`config.mk`:
```
export PLATFORM = sky130hd
export DESIGN_NAME = uart_shift_core
export DESIGN_NICKNAME = d
export VERILOG_FILES = /design/src/rtl/uart_shift_core.sv
export SDC_FILE = /design/constraint.sdc
export NUM_CORES = 1
export LEC_CHECK = 0
export BUFFER_PORTS_ARGS = -buffer_cell sky130_fd_sc_hd__buf_2
export CORE_MARGIN = 3
export CORE_UTILIZATION = 50
export DETAILED_ROUTE_END_ITERATION = 8
export HOLD_SLACK_MARGIN = 0.1
export PLACE_DENSITY = 0.82
export SLEW_MARGIN = 5
export SYNTH_ARGS = -nofsm -noshare
export SYNTH_HDL_FRONTEND = slang
export SYNTH_SLANG_ARGS = --single-unit
```
`constraint.sdc`:
```
create_clock -name clk -period 4.3 [get_ports clk]
set_input_delay 0.86 -clock clk [delete_from_list [all_inputs] [get_ports clk]]
set_output_delay 0.86 -clock clk [all_outputs]
set_load 0.01 [all_outputs]
```
`src/rtl/uart_shift_core.sv`:
```
// Full-duplex UART shift core: TX and RX framers sharing one programmable oversample tick.
// Frame format (data width, parity, stop bits, oversample ratio) is fixed by parameters.
module uart_shift_core #(
    parameter int DATA_BITS  = 8,
    parameter int STOP_BITS  = 2,
    parameter int PARITY_EN  = 0,
    parameter int PARITY_ODD = 0,
    parameter int OVS        = 16,
    parameter int DIV_W      = 16
) (
    input  logic                 clk,
    input  logic                 rst_n,
    input  logic [DIV_W-1:0]     brr,
    input  logic [DATA_BITS-1:0] tx_data,
    input  logic                 tx_valid,
    output logic                 tx_ready,
    output logic                 tx_busy,
    output logic                 tx,
    input  logic                 rx,
    output logic [DATA_BITS-1:0] rx_data,
    output logic                 rx_valid,
    input  logic                 rx_ready,
    output logic                 rx_frame_err,
    output logic                 rx_parity_err,
    output logic                 rx_overrun
);

    localparam int TICK_W = $clog2(OVS);
    localparam int BIT_W  = $clog2(DATA_BITS + 1);

    localparam logic [TICK_W-1:0] TICK_LAST = TICK_W'(OVS - 1);
    localparam logic [TICK_W-1:0] TICK_HALF = TICK_W'(OVS / 2 - 1);
    localparam logic [BIT_W-1:0]  DATA_LAST = BIT_W'(DATA_BITS - 1);
    localparam logic [BIT_W-1:0]  STOP_LAST = BIT_W'(STOP_BITS - 1);
    localparam logic              ODD       = (PARITY_ODD != 0);

    localparam logic [2:0] S_IDLE   = 3'd0;
    localparam logic [2:0] S_START  = 3'd1;
    localparam logic [2:0] S_DATA   = 3'd2;
    localparam logic [2:0] S_PARITY = 3'd3;
    localparam logic [2:0] S_STOP   = 3'd4;

    localparam logic [2:0] S_AFTER_DATA = (PARITY_EN != 0) ? S_PARITY : S_STOP;

    logic [DIV_W-1:0]     baud_cnt_q, baud_cnt_d;
    logic                 tick;

    logic [2:0]           tx_state_q, tx_state_d;
    logic [TICK_W-1:0]    tx_tick_q, tx_tick_d;
    logic [BIT_W-1:0]     tx_bit_q, tx_bit_d;
    logic [DATA_BITS-1:0] tx_shift_q, tx_shift_d;
    logic                 tx_par_q, tx_par_d;

    logic                 rx_meta_q, rx_sync_q;
    logic [2:0]           rx_state_q, rx_state_d;
    logic [TICK_W-1:0]    rx_tick_q, rx_tick_d;
    logic [BIT_W-1:0]     rx_bit_q, rx_bit_d;
    logic [DATA_BITS-1:0] rx_shift_q, rx_shift_d;
    logic                 rx_perr_cur_q, rx_perr_cur_d;
    logic                 rx_done;

    logic [DATA_BITS-1:0] rx_data_q, rx_data_d;
    logic                 rx_valid_q, rx_valid_d;
    logic                 rx_ferr_q, rx_ferr_d;
    logic                 rx_perr_q, rx_perr_d;
    logic                 rx_overrun_q, rx_overrun_d;

    // A brr lowered below the current count lets the counter wrap through zero.
    assign tick       = (baud_cnt_q == brr);
    assign baud_cnt_d = tick ? '0 : baud_cnt_q + DIV_W'(1);

    // NOTE: every always_comb output gets a default first, so no latch is inferred.
    always_comb begin
        tx_state_d = tx_state_q;
        tx_tick_d  = tx_tick_q;
        tx_bit_d   = tx_bit_q;
        tx_shift_d = tx_shift_q;
        tx_par_d   = tx_par_q;
        if (tx_state_q == S_IDLE) begin
            if (tx_valid) begin
                tx_state_d = S_START;
                tx_tick_d  = '0;
                tx_bit_d   = '0;
                tx_shift_d = tx_data;
                tx_par_d   = (^tx_data) ^ ODD;
            end
        end else if (tick) begin
            if (tx_tick_q != TICK_LAST) begin
                tx_tick_d = tx_tick_q + TICK_W'(1);
            end else begin
                tx_tick_d = '0;
                case (tx_state_q)
                    S_START: tx_state_d = S_DATA;
                    S_DATA: begin
                        tx_shift_d = tx_shift_q >> 1;
                        if (tx_bit_q == DATA_LAST) begin
                            tx_bit_d   = '0;
                            tx_state_d = S_AFTER_DATA;
                        end else begin
                            tx_bit_d = tx_bit_q + BIT_W'(1);
                        end
                    end
                    S_PARITY: tx_state_d = S_STOP;
                    S_STOP: begin
                        if (tx_bit_q == STOP_LAST) tx_state_d = S_IDLE;
                        else                       tx_bit_d   = tx_bit_q + BIT_W'(1);
                    end
                    default: tx_state_d = S_IDLE;
                endcase
            end
        end
    end

    always_comb begin
        case (tx_state_q)
            S_START:  tx = 1'b0;
            S_DATA:   tx = tx_shift_q[0];
            S_PARITY: tx = tx_par_q;
            default:  tx = 1'b1;
        endcase
    end

    assign tx_ready = (tx_state_q == S_IDLE);
    assign tx_busy  = ~tx_ready;

    always_comb begin
        rx_state_d    = rx_state_q;
        rx_tick_d     = rx_tick_q;
        rx_bit_d      = rx_bit_q;
        rx_shift_d    = rx_shift_q;
        rx_perr_cur_d = rx_perr_cur_q;
        rx_done       = 1'b0;
        if (rx_state_q == S_IDLE) begin
            if (!rx_sync_q) begin
                rx_state_d    = S_START;
                rx_tick_d     = '0;
                rx_perr_cur_d = 1'b0;
            end
        end else if (tick) begin
            if (rx_state_q == S_START) begin
                // Half a bit in: a line that is high again was only a glitch.
                if (rx_tick_q == TICK_HALF) begin
                    rx_tick_d  = '0;
                    rx_bit_d   = '0;
                    rx_state_d = rx_sync_q ? S_IDLE : S_DATA;
                end else begin
                    rx_tick_d = rx_tick_q + TICK_W'(1);
                end
            end else if (rx_tick_q != TICK_LAST) begin
                rx_tick_d = rx_tick_q + TICK_W'(1);
            end else begin
                rx_tick_d = '0;
                case (rx_state_q)
                    S_DATA: begin
                        rx_shift_d = {rx_sync_q, rx_shift_q[DATA_BITS-1:1]};
                        if (rx_bit_q == DATA_LAST) rx_state_d = S_AFTER_DATA;
                        else                       rx_bit_d   = rx_bit_q + BIT_W'(1);
                    end
                    S_PARITY: begin
                        rx_perr_cur_d = rx_sync_q ^ (^rx_shift_q) ^ ODD;
                        rx_state_d    = S_STOP;
                    end
                    default: begin
                        rx_done    = 1'b1;
                        rx_state_d = S_IDLE;
                    end
                endcase
            end
        end

        rx_data_d    = rx_data_q;
        rx_ferr_d    = rx_ferr_q;
        rx_perr_d    = rx_perr_q;
        rx_valid_d   = rx_valid_q & ~rx_ready;
        rx_overrun_d = 1'b0;
        // A read in the completing cycle frees the holding register in time.
        if (rx_done) begin
            if (!rx_valid_q || rx_ready) begin
                rx_valid_d = 1'b1;
                rx_data_d  = rx_shift_q;
                rx_ferr_d  = ~rx_sync_q;
                rx_perr_d  = rx_perr_cur_q;
            end else begin
                rx_overrun_d = 1'b1;
            end
        end
    end

    // NOTE: state is updated with non-blocking assignments so every flop samples pre-edge values.
    always_ff @(posedge clk or negedge rst_n) begin
        if (!rst_n) begin
            baud_cnt_q    <= '0;
            tx_state_q    <= S_IDLE;
            tx_tick_q     <= '0;
            tx_bit_q      <= '0;
            tx_shift_q    <= '0;
            tx_par_q      <= 1'b0;
            rx_meta_q     <= 1'b1;
            rx_sync_q     <= 1'b1;
            rx_state_q    <= S_IDLE;
            rx_tick_q     <= '0;
            rx_bit_q      <= '0;
            rx_shift_q    <= '0;
            rx_perr_cur_q <= 1'b0;
            rx_data_q     <= '0;
            rx_valid_q    <= 1'b0;
            rx_ferr_q     <= 1'b0;
            rx_perr_q     <= 1'b0;
            rx_overrun_q  <= 1'b0;
        end else begin
            baud_cnt_q    <= baud_cnt_d;
            tx_state_q    <= tx_state_d;
            tx_tick_q     <= tx_tick_d;
            tx_bit_q      <= tx_bit_d;
            tx_shift_q    <= tx_shift_d;
            tx_par_q      <= tx_par_d;
            rx_meta_q     <= rx;
            rx_sync_q     <= rx_meta_q;
            rx_state_q    <= rx_state_d;
            rx_tick_q     <= rx_tick_d;
            rx_bit_q      <= rx_bit_d;
            rx_shift_q    <= rx_shift_d;
            rx_perr_cur_q <= rx_perr_cur_d;
            rx_data_q     <= rx_data_d;
            rx_valid_q    <= rx_valid_d;
            rx_ferr_q     <= rx_ferr_d;
            rx_perr_q     <= rx_perr_d;
            rx_overrun_q  <= rx_overrun_d;
        end
    end

    assign rx_data       = rx_data_q;
    assign rx_valid      = rx_valid_q;
    assign rx_frame_err  = rx_ferr_q;
    assign rx_parity_err = rx_perr_q;
    assign rx_overrun    = rx_overrun_q;

endmodule

```
==> flow_summary.json, run 1 <==
{
  "p_int_uw": 950,
  "wire_length_of_the_first_global_routing_pass_um": 13000,
  "grt_start_max_net_pins": 43,
  "syn_avg_cell_area_um2": 10.1,
  "cts-buffers-inserted": 9,
  "grt_setup_unrepaired": "no",
  "leakagePower_nw": 1.99,
  "num_rows": 30,
  "groute.usage.overall_pct": 18.9,
  "final_net_count": 444,
  "timing_worst_slew_pin_value_ns": 0.757,
  "rr_worst_depth": 5,
  "path_delay_family": "simple AND/OR/NAND/NOR gates",
  "port_buffers": 43,
  "max-cap-violations": 0,
  "proportion_of_synthesized_chip_area_in_sequential_cells_pct": 47.2,
  "post-route-min-period_ns": 3.12,
  "final.hold.worst_slack_ns": 0.358,
  "yosysWarnings": 0,
  "num_antenna_cells": 0,
  "p_sw_uw": 372,
  "synth.cell_area_mm2": 0.00372,
  "critPathBufInv": 2,
  "timing.critical_path.slowest_stage_cell": "or3_1",
  "antenna_found_initial": 0,
  "cts_resized": 0,
  "route.detailed.drc": 0,
  "maximum_operating_frequency_ghz": 0.321,
  "hpwl_um": 5380,
  "critical_path_class": "register to output port",
  "hold_path_depth": 0,
  "drtPass1Iterations": 5,
  "hold_path_startpoint": "rx_meta_q",
  "setup-violations-final": 0,
  "clkTransAtPathRegs_ns": 0.08,
  "cp_max_fo": 21,
  "insertion_delay_ns": 0.36,
  "comb_power_share_pct": 7.3,
  "cts_setup_buffers": 0,
  "die-width_um": 92.2,
  "r2r-end": "tx_shift_q[6]",
  "power.clock.fraction_pct": 38.7,
  "filler_cell_count": 610,
  "cpPeakStageDelay_ns": 0.73,
  "synth-async-reset-ratio_pct": 100,
  "hold_path_class": "register to register",
  "grt_overflow_total": 0,
  "postSynthNetCount": 402,
  "initialDrtViolationCount": 220,
  "timing_max_transition_violations_final": 0,
  "layout-drive-gt1-share_pct": 23.7,
  "core_area_mm2": 0.00698,
  "hold_end": "rx_sync_q",
  "worstPathCellList": "or3_1, inv_1, buf_2",
  "fin_crit_sh_pct": 72.4,
  "fin_worst_skew_ns": 0.0143,
  "setup_total_negative_slack_ns": 0,
  "post_drt_wl_per_cell_um": 14.9,
  "synthCells": 367,
  "num_vias": 2854,
  "maximum_level_of_the_cts_h_tree": 3,
  "area_growth_pct": 13.0,
  "clock-sinks": 70,
  "avgViaCountPerCell": 5.60,
  "number_of_synthesized_flops_with_an_enable_pin": 0,
  "status": "finished, final reports clean",
  "final_hold_viol_count": 0,
  "grt_pass1_vias": 2820,
  "clock-root-buffer": "clkbuf_8",
  "arrival_ns": 2.26,
  "post_synth_num_cell_types": 50,
  "maxSlewHeadroom_pct": 49.6,
  "worst_endpoint_required_time_ns": 3.44,
  "critPathLaunchType": "register",
  "hold_buffers": 0,
  "num_io_pins": 44,
  "r2r-start": "tx_state_q[1]",
  "ys.flop_type": "dfrtp_1",
  "die_h_um": 92.2,
  "tritoncts_clock_tree": "done",
  "cts_buffer_depth": 2,
  "dieArea_mm2": 0.00851,
  "setup.worst_path.end_class": "output port",
  "power_per_cell_area_mw_per_mm2": 315,
  "ir_worst_vdd_v": 0.000183,
  "detail_route.wirelength_um": 7620,
  "start_util_pct": 53.2,
  "finish.instance_area_mm2": 0.00420,
  "seq_power_share_pct": 54.1,
  "r2r_slack_ns": 1.49,
  "postSynthRegisterBits": 70,
  "detail-route-antenna-nets": 0,
  "place_congestion": 0.813,
  "placedInstanceArea_mm2": 0.00401,
  "netSwitchingFraction_pct": 28.2
}
-- kinds of logic (layout without fill, tap and decap cells) --
| group | count (synthesis) | after routing | share of synthesized area, % |
|---|---|---|---|
| mux | 32 | 32 | 9.59 |
| compound gates | 51 | 51 | 9.39 |
| buf+inv | 26 | 73 | 2.79 |
| fa+ha+maj | 6 | 6 | 2.02 |
| xor+xnor | 46 | 46 | 10.8 |
| flops | 70 | 70 | 47.2 |
| simple gates | 136 | 136 | 18.2 |
-- synth_stat cells (6+ instances only) --
| library cell | count | area, um^2 |
|---|---|---|
| nor2_1 | 34 | 128 |
| a21oi_1 | 6 | 30.0 |
| dfrtp_1 | 68 | 1700 |
| nand2_1 | 38 | 143 |
| mux2_2 | 29 | 327 |
| inv_1 | 11 | 41.3 |
| xnor2_1 | 23 | 201 |
| and3_1 | 6 | 37.5 |
| nand4_1 | 6 | 37.5 |
| nor3_1 | 8 | 40.0 |
| nand3_1 | 15 | 75.1 |
| ha_1 | 6 | 75.1 |
| o21ai_0 | 18 | 90.1 |
| clkbuf_1 | 9 | 33.8 |
| xor2_1 | 23 | 201 |
-- cell type report --
class                   count  area, um^2  area share (%)
multi-input cells         271        1860            44.3
clock buffers               9         124            2.95
inverters                  11        41.3           0.983
clock inverters             7        63.8            1.52
repair buffers             46         238            5.66
flip-flops and latches     70        1750            41.8
well taps                  96         120            2.86
-- worst max-delay path by stage --
stage               endpoint  slack [ns]  depth (start not counted)           from
2_1_floorplan  tx_shift_q[0]        1.78                          5        brr[10]
3_3_place_gp   rx_shift_q[5]        1.43                          6         brr[5]
3_5_place_dp   rx_shift_q[4]        1.36                          6         brr[7]
4_1_cts             tx_ready        1.20                          3  tx_state_q[1]
5_1_grt             tx_ready        1.08                          3  tx_state_q[1]
6_report            tx_ready        1.18                          3  tx_state_q[1]
-- registers in the layout, indices dropped and copies added (netlist names), 3 cells and up --
signal and count:
rx_data 8, tx_tick_q 4, baud_cnt_q 16, rx_tick_q 4, tx_bit_q 4, rx_shift_q 8, rx_bit_q 4, tx_state_q 3
tx_shift_q 8, rx_state_q 3
-- through the flow --
step                util, %  worst slack (ns)  total power, mW  cells
global route           60.2              1.08             1.38    510
floorplan                 -              1.78            0.782    367
finish                 60.2              1.18             1.32    510
global placement       57.5              1.43            0.820    494
detailed placement     57.5              1.36            0.825    494
CTS                    60.2              1.20             1.34    510
-- cells in the final DEF, fill, tap and decap left out, types with 5 or more instances in the layout --
cell	netlist	routed
a21oi_1	6	6
and3_1	6	6
buf_2	5	43
clkbuf_8	0	9
dfrtp_1	68	68
ha_1	6	6
inv_1	11	11
mux2_2	29	29
nand2_1	38	38
nand3_1	15	15
nand4_1	6	6
nor2_1	34	34
nor3_1	8	8
nor4_1	5	5
o21ai_0	18	18
o31ai_1	5	5
xnor2_1	23	23
xor2_1	23	23
-- layer usage --
layer | global-route usage, % | part of all wire [%] | wire length, um
met5 | 0 | 0 | 0
met3 | 3.53 | 4.6 | 349
met2 | 30.7 | 47 | 3620
met1 | 25.2 | 46 | 3540
met4 | 7.55 | 1.5 | 112
-- power by group through the flow --
stage               clock network (mW)  logic (mW)  registers (mW)
finish                           0.511      0.0960           0.715
global route                     0.548       0.110           0.720
CTS                              0.523      0.0983           0.715
detailed placement                   0      0.0975           0.728
global placement                     0      0.0926           0.727
floorplan                            0      0.0728           0.710
Power figures use the tool's default switching activity.
==> run 2, diff against run 1 <==
Settings changed: PLACE_DENSITY 0.82 to 0.85.
Clock period 4.3 ns to 2.6 ns, I/O delays scaled along.
==> run 2 against run 1 <==
Effect of this change: clock skew down 0.0026 ns; design area up 1.5%; critical path depth up 1; wire length up 0.17%; combinational power up 70%.
==> flow_summary.json, run 2 (synthesis gave the netlist of run 1 again) <==
{
  "detail_route.wirelength_um": 7640,
  "die-width_um": 92.2,
  "ir_worst_vdd_v": 0.000333,
  "maximum_operating_frequency_ghz": 0.419,
  "num_vias": 2893,
  "final_hold_viol_count": 0,
  "power_per_cell_area_mw_per_mm2": 522,
  "port_buffers": 43,
  "grt_overflow_total": 0,
  "num_antenna_cells": 0,
  "fin_crit_sh_pct": 91.7,
  "clock-root-buffer": "clkbuf_8",
  "cpPeakStageDelay_ns": 0.46,
  "grt_pass1_vias": 2879,
  "num_io_pins": 44,
  "final_net_count": 449,
  "insertion_delay_ns": 0.34,
  "pre_cts_ws_ns": 0.155,
  "avgViaCountPerCell": 5.62,
  "worst_endpoint_required_time_ns": 2.08,
  "drtPass1Iterations": 4,
  "cts_resized": 0,
  "area_growth_pct": 14.7,
  "cts-buffers-inserted": 9,
  "groute.usage.overall_pct": 19.0,
  "dieArea_mm2": 0.00851,
  "route.detailed.drc": 0,
  "die_h_um": 92.2,
  "largest_register": "baud_cnt_q",
  "maximum_level_of_the_cts_h_tree": 3,
  "cts_setup_buffers": 0,
  "critPathLaunchType": "register",
  "final_cell_mix": "dfrtp_1, buf_2, nand2_1",
  "layout_commonest_cell": "dfrtp_1",
  "critical_path_class": "register to output port",
  "hold_buffers": 0,
  "detail-route-antenna-nets": 0,
  "worstPathCellList": "or3_1, buf_4, inv_1, buf_2",
  "hpwl_um": 5550,
  "clkTransAtPathRegs_ns": 0.07,
  "cts_buffer_depth": 2,
  "final.hold.worst_slack_ns": 0.169,
  "setup-violations-final": 0,
  "place_congestion": 0.838,
  "timing_worst_slew_pin_value_ns": 0.673,
  "status": "finished, final reports clean",
  "start_util_pct": 53.2,
  "post-route-min-period_ns": 2.38,
  "post-route-util_pct": 61.1,
  "timing_max_transition_violations_final": 0,
  "tritoncts_clock_tree": "done",
  "largest_register_ffs": 16,
  "core_area_mm2": 0.00698,
  "clock-sinks": 70,
  "post_drt_wl_per_cell_um": 14.8,
  "maxSlewHeadroom_pct": 54.8,
  "hold_path_class": "input pin to asynchronous set/reset pin",
  "num_rows": 30,
  "timing.critical_path.slowest_stage_cell": "dfrtp_1",
  "initialDrtViolationCount": 165,
  "grt_setup_unrepaired": "no",
  "grt_start_max_net_pins": 35,
  "max-cap-violations": 0,
  "cp_max_fo": 20,
  "leakagePower_nw": 2.03,
  "arrival_ns": 1.86,
  "antenna_found_initial": 0,
  "layout-drive-gt1-share_pct": 24.3,
  "fin_worst_skew_ns": 0.0117,
  "postLayoutSetupSlackWorst_ns": 0.215,
  "setup_total_negative_slack_ns": 0,
  "setup.worst_path.end_class": "output port",
  "wire_length_of_the_first_global_routing_pass_um": 13100
}
[run 2: cell count changes in the layout (fill, tap and decap cells not counted), sizes merged]
cell and delta:
inv -4, clkinvlp -1, bufinv +1, clkbuf +2, buf +5, clkinv +2
[run 2: report_power, final]
group          internal (mW)  leakage [nW]  switching, mW
logic                 0.0804          1.05         0.0830
clock network          0.471        0.0995          0.409
registers               1.13         0.887         0.0577
total                   1.68          2.03          0.549
[run 2: layout make-up]
class                           count  area, um^2
Clock buffer                       11         141
Sequential cell                    70        1750
Fill cell                         593        2720
Timing Repair Buffer               51         288
Inverter                           11        41.3
Multi-Input combinational cell    271        1860
Tap cell                           96         120
Clock inverter                      5        60.1
[run 2: through the flow]
stage | instance area (um^2) | std cells | total power, mW
CTS | 4260 | 515 | 2.25
detailed placement | 4060 | 499 | 1.37
global route | 4260 | 515 | 2.32
finish | 4260 | 515 | 2.23
floorplan | 3720 | 367 | 1.29
global placement | 4060 | 499 | 1.36
[run 2: final timing paths]
path	cells after the start	startpoint	slack [ns]	to
max	4	tx_state_q[1]	0.22	tx_ready
min	1	rst_n	0.17	baud_cnt_q[0]
max reg2reg	6	baud_cnt_q[5]	0.28	tx_shift_q[1]
min reg2reg	0	rx_meta_q	0.36	rx_sync_q
max in group asynchronous	2	rst_n	1.74	rx_meta_q
min in group clk	1	rx	0.28	rx_meta_q
[run 2: per-layer routing]
metal,up-vias,wire length (um),GRT usage [%]
met1,1420,3420,24.6
met2,81,3730,30.8
li1,1378,-,-
met3,14,373,4.51
met5,-,0,0
met4,0,116,7.05
[run 2: critical path, delay by kind of cell, from the launching register on]
| family | cells | cell delay (ns) |
|---|---|---|
| buffers and inverters | 3 | 0.67 |
| AND/OR/NAND/NOR | 1 | 0.40 |
| flip-flops | 1 | 0.46 |
